File: src/rtl/game_flow_ctrl.sv
// Top-level game-flow FSM: screen mode, lives, level, per-level restarts and motion freeze.
// Define PAUSE_KEY_EN to build the optional PAUSED state driven by pause_key_i.
module game_flow_ctrl #(
    parameter int unsigned LIVES_INIT   = 3,
    parameter int unsigned NUM_LEVELS   = 3,
    parameter int unsigned PAUSE_FRAMES = 60,
    parameter int unsigned END_FRAMES   = 180
) (
    input  logic       clk,
    input  logic       resetN,
    input  logic       start_of_frame_i,
    input  logic       start_key_i,
    input  logic       pause_key_i,
    input  logic       player_hit_i,
    input  logic       level_cleared_i,
    output logic [1:0] bg_state_o,
    output logic [1:0] lives_left_o,
    output logic [1:0] level_o,
    output logic       level_reset_n_o,
    output logic       freeze_o
);

    localparam int unsigned MaxFrames = (PAUSE_FRAMES > END_FRAMES) ? PAUSE_FRAMES : END_FRAMES;
    localparam int unsigned TimerW    = $clog2(MaxFrames) + 1;

    localparam logic [TimerW-1:0] TimerMax  = {TimerW{1'b1}};
    localparam logic [TimerW-1:0] TimerOne  = TimerW'(1);
    localparam logic [TimerW-1:0] PauseLast = TimerW'(PAUSE_FRAMES - 1);
    localparam logic [TimerW-1:0] EndLast   = TimerW'(END_FRAMES - 1);
    localparam logic [1:0]        LivesInit = 2'(LIVES_INIT);
    localparam logic [1:0]        LastLevel = 2'(NUM_LEVELS - 1);

`ifdef PAUSE_KEY_EN
    typedef enum logic [2:0] {
        StWelcome, StLoad, StPlay, StHitPause, StGameOver, StWin, StPaused
    } state_e;
`else
    typedef enum logic [2:0] {
        StWelcome, StLoad, StPlay, StHitPause, StGameOver, StWin
    } state_e;
`endif

    state_e            state_q, state_d;
    logic [1:0]        lives_q, lives_d;
    logic [1:0]        level_q, level_d;
    logic [TimerW-1:0] timer_q, timer_d;
    logic [1:0]        bg_q, bg_d;
    logic              lrn_q, lrn_d;
    logic              freeze_q, freeze_d;

    // Keys are asynchronous: two-flop synchroniser, then rising-edge detect.
    logic [1:0] start_sync_q;
    logic       start_prev_q;
    logic       start_edge;

    always_ff @(posedge clk or negedge resetN) begin
        if (!resetN) begin
            start_sync_q <= 2'b00;
            start_prev_q <= 1'b0;
        end else begin
            start_sync_q <= {start_sync_q[0], start_key_i};
            start_prev_q <= start_sync_q[1];
        end
    end

    assign start_edge = start_sync_q[1] & ~start_prev_q;

`ifdef PAUSE_KEY_EN
    logic [1:0] pause_sync_q;
    logic       pause_prev_q;
    logic       pause_edge;

    always_ff @(posedge clk or negedge resetN) begin
        if (!resetN) begin
            pause_sync_q <= 2'b00;
            pause_prev_q <= 1'b0;
        end else begin
            pause_sync_q <= {pause_sync_q[0], pause_key_i};
            pause_prev_q <= pause_sync_q[1];
        end
    end

    assign pause_edge = pause_sync_q[1] & ~pause_prev_q;
`else
    logic unused_pause_key;
    assign unused_pause_key = pause_key_i;
`endif

    always_comb begin
        state_d = state_q;
        lives_d = lives_q;
        level_d = level_q;
        unique case (state_q)
            StWelcome: begin
                if (start_edge) begin
                    lives_d = LivesInit;
                    level_d = 2'd0;
                    state_d = StLoad;
                end
            end
            StLoad: state_d = StPlay;
            StPlay: begin
                // A hit takes priority over every other event in the same cycle.
                if (player_hit_i) begin
                    lives_d = lives_q - 2'd1;
                    state_d = (lives_q == 2'd1) ? StGameOver : StHitPause;
                end
`ifdef PAUSE_KEY_EN
                else if (pause_edge) begin
                    state_d = StPaused;
                end
`endif
                else if (level_cleared_i) begin
                    if (level_q == LastLevel) begin
                        state_d = StWin;
                    end else begin
                        level_d = level_q + 2'd1;
                        state_d = StLoad;
                    end
                end
            end
            StHitPause: begin
                if (start_of_frame_i && (timer_q == PauseLast)) state_d = StLoad;
            end
`ifdef PAUSE_KEY_EN
            StPaused: begin
                if (pause_edge) state_d = StPlay;
            end
`endif
            StGameOver, StWin: begin
                if (start_of_frame_i && (timer_q == EndLast)) state_d = StWelcome;
            end
            default: state_d = StWelcome;
        endcase
    end

    always_comb begin
        timer_d = timer_q;
        if (state_d != state_q) begin
            timer_d = '0;
        end else if (start_of_frame_i && (timer_q != TimerMax)) begin
            timer_d = timer_q + TimerOne;
        end
    end

    // Outputs are decoded from the next state so they register in step with it.
    always_comb begin
        bg_d     = 2'b01;
        lrn_d    = 1'b1;
        freeze_d = 1'b1;
        unique case (state_d)
            StWelcome:  bg_d = 2'b00;
            StLoad:     lrn_d = 1'b0;
            StPlay:     freeze_d = 1'b0;
            StGameOver: bg_d = 2'b10;
            StWin:      bg_d = 2'b11;
            default:    bg_d = 2'b01;
        endcase
    end

    always_ff @(posedge clk or negedge resetN) begin
        if (!resetN) begin
            state_q  <= StWelcome;
            lives_q  <= 2'd0;
            level_q  <= 2'd0;
            timer_q  <= '0;
            bg_q     <= 2'b00;
            lrn_q    <= 1'b1;
            freeze_q <= 1'b1;
        end else begin
            state_q  <= state_d;
            lives_q  <= lives_d;
            level_q  <= level_d;
            timer_q  <= timer_d;
            bg_q     <= bg_d;
            lrn_q    <= lrn_d;
            freeze_q <= freeze_d;
        end
    end

    assign bg_state_o      = bg_q;
    assign lives_left_o    = lives_q;
    assign level_o         = level_q;
    assign level_reset_n_o = lrn_q;
    assign freeze_o        = freeze_q;

endmodule
File: config.mk
export PLATFORM = sky130hd
export DESIGN_NAME = game_flow_ctrl
export DESIGN_NICKNAME = d
export VERILOG_FILES = /design/src/rtl/game_flow_ctrl.sv
export SDC_FILE = /design/constraint.sdc
export NUM_CORES = 1
export LEC_CHECK = 0
export ABC_AREA = 1
export CORE_MARGIN = 10
export CORE_UTILIZATION = 45
export CTS_CLUSTER_DIAMETER = 120
export DETAILED_ROUTE_END_ITERATION = 8
export GPL_ROUTABILITY_DRIVEN = 0
export GPL_TIMING_DRIVEN = 0
export HOLD_SLACK_MARGIN = 0.1
export PLACE_DENSITY = 0.78
export SYNTH_ARGS = -nofsm -noshare
export SYNTH_HDL_FRONTEND = slang
export SYNTH_SLANG_ARGS = --single-unit
export TNS_END_PERCENT = 1
File: constraint.sdc
create_clock -name clk -period 1.66 [get_ports clk]
set_input_delay 0.498 -clock clk [delete_from_list [all_inputs] [get_ports clk]]
set_output_delay 0.498 -clock clk [all_outputs]
set_load 0.005 [all_outputs]
==> impl_metrics.ini <==
[synthesis]
ys_types = 26
yosys.area_share.simple_pct = 30.9
synth_top_family_by_area = simple AND/OR/NAND/NOR gates
synth_area_um2 = 1270
yosys.area_share.adder_pct = 3.93
synth_xor_area_share_pct = 4.13
synth_top_cell_area_share_pct = 41.3
netlist_instances = 142
synth_mux_area_share_pct = 1.57
synth_compound_area_share_pct = 6.68
synth_nets = 153
yosysWarnings = 0
postSynthAreaPerCell_um2 = 8.97
yosysTopAreaCell = dfrtp_1
synth.yosys.seq_area_share_pct = 45.4
ys_top_cells_by_area = dfrtp_1 (41%), nand2_1 (7.1%), nor2_2 (6.4%)
ys_seq_elements = 23

[global_route]
global_route.usage.met3_pct = 2.59
grt_pass1_vias = 990
grt.overflow.total = 0
top_usage_layer = met2
grt_max_degree = 24
grt_pass1_wl_um = 4110
grtUsageTotal_pct = 9.40
antenna_found_initial = 0
met1_usage_pct = 9.90
grt_use_met2_pct = 17.0

[drt]
totalWireLength_um = 2420
viasPerCell = 5.17
antenna_left = 0
drc = 0
vias = 997
drtIter0Drc = 98
drtPass1Iterations = 4
wl_per_cell_um = 12.6

[sta]
setup_violations = 3
max_slew_margin_pct = 32.6
finalClockSkew_ns = 0.00673
hold_slack_ns = 0.367
tns_ns = -0.149
rsz0062_at_grt = yes
worst_pin_slew_ns = 1.01
period_minus_slack_ns = 1.74
drv_slew = 0
period_share_pct = 105
finalHoldViolCount = 0
fin_ws_ns = -0.0783
fmax_mhz = 575

[finish]
stdcell_area_um2 = 1520
insertedDiodeCount = 0
area_delta_synth_final_pct = 19.3
drive_above_1_share_pct = 29.6
layout_common_cells = nand2_1 (23), dfrtp_1 (21), nor2_2 (15), inv_1 (15), dlygate4sd2_1 (8)
seq_area_um2 = 578
nNetsFinal = 174
multi_input_area_um2 = 634
fin_cells = 193
fillers = 239
layout_commonest_cell = nand2_1

[clocking]
cts_hold_buf = 0
cts-root-buf = clkbuf_4
insertion_delay_ns = 0.32
cts_tree = built
cts_buffers = 3
htree_levels = 1
clock_sinks = 23
cts_buffer_depth = 2
clkTransAtPathRegs_ns = 0.13

[pwr]
p_int_mw = 1.24
ir_drop_mv = 1.10
p_clk_share_pct = 12.4
combPwrFrac_pct = 49.9
power_density_nw_per_um2 = 1410
net-switching-power_mw = 0.907
p_leak_nw = 0.710
p_seq_share_pct = 37.7
switching_share_pct = 42.3

[critical_path]
crit_fanout = 3
start_kind = register
setup.worst_path.end_class = register
crit_arrival_ns = 1.96
crit_type = reg -> reg
crit_required_ns = 1.88

[place]
place_inst = 186
io_buffers = 13
place_hpwl_um = 1760
pre_cts_ws_ns = -0.286
dpl_cell_area_um2 = 1460

[floorplanning]
row_count = 19
fp.coreArea_um2 = 2730
start_util_pct = 46.6
boundaryPins = 15
die_x_um = 73.2
die_y_um = 73.2
dieArea_um2 = 5360

[run_status]
status = finished, violations left
violations = setup timing

[min_path]
hp-class = reg -> reg

[job]
max-cap-violations = 0
logic make-up (layout without fill, tap and decap cells):
kind of cell | after synthesis | count (layout)
XOR/XNOR | 6 | 6
flip-flops | 23 | 23
buffers and inverters | 22 | 42
adder cells (fa/ha/maj) | 4 | 4
AO/OA/AOI/OAI | 16 | 16
multiplexers | 2 | 2
AND/OR/NAND/NOR | 69 | 69
registers in the layout, indices dropped and copies added, names as in the netlist:
name             count
bg_state_o           2
freeze_o             1
level_o              2
level_reset_n_o      1
lives_left_o         2
start_prev_q         1
start_sync_q         2
state_q              3
timer_q              9
path summary, 6_finish.rpt:
| path | startpoint | end | slack [ns] | cells after the start |
|---|---|---|---|---|
| worst min register to register | start_sync_q[0] | start_sync_q[1] | 0.37 | 0 |
| worst min-delay path | start_sync_q[0] | start_sync_q[1] | 0.37 | 0 |
| worst max register to register | timer_q[1] | timer_q[6] | -0.08 | 10 |
| max in group asynchronous | resetN | timer_q[2] | 0.33 | 1 |
| worst max-delay path | timer_q[1] | timer_q[6] | -0.08 | 10 |
| min in group asynchronous | resetN | level_o[0] | 0.72 | 1 |
metrics by stage:
step                util, %  power, mW
floorplan                 -       1.56
global placement       53.4       1.88
detailed placement     53.4       1.92
CTS                    54.0       2.12
global route           55.6       2.33
finish                 55.6       2.14
area by class of cell:
cell class                      count  area share [%]
Buffer                              2            1.24
Clock buffer                        4            1.73
Inverter                           20            4.94
Multi-Input combinational cell     97            41.8
Sequential cell                    23            38.1
Tap cell                           31            2.55
Timing Repair Buffer               16            9.72
repair_timing:
action / 4_1_cts / 5_1_grt
setup endpoints to repair: 12 / 9
pin swaps: 1 / 3
endpoints found under the hold margin: 0 / 0
gates resized for setup: 8 / 4
setup buffers: 0 / 3
worst max-delay path, stage by stage (launching register included):
cell and delay (ns):
dfrtp_1 0.44, ha_4 0.18, nand4_1 0.10, nor3_2 0.05, ha_2 0.20, nor2_4 0.13, nand3_2 0.09, nor2_2 0.14
nand2_1 0.08, xor2_1 0.17, nor2_2 0.06
cell usage after synthesis (all sizes together):
cell,instances
xnor2,1
o21a,1
nand2,28
ha,4
a21oi,6
o31ai,1
nand4,3
dfrtp,21
nor3,2
nor2,24
dfstp,2
nand3,12
inv,20
xor2,5
buf,2
o21ai,8
mux2i,2
layer usage:
metal / routed length [µm] / up-vias
li1: - / 492
met1: 1010 / 476
met2: 1220 / 24
met3: 154 / 5
met4: 44 / 0
met5: 0 / -
power by group through the flow:
stage / Clock (mW) / Sequential, mW / Combinational, mW
floorplan: 0 / 0.815 / 0.747
global placement: 0 / 0.810 / 1.07
detailed placement: 0 / 0.818 / 1.10
CTS: 0.272 / 0.803 / 1.05
global route: 0.291 / 0.830 / 1.21
finish: 0.265 / 0.808 / 1.07
No activity file was read; power rests on OpenSTA's default activity.
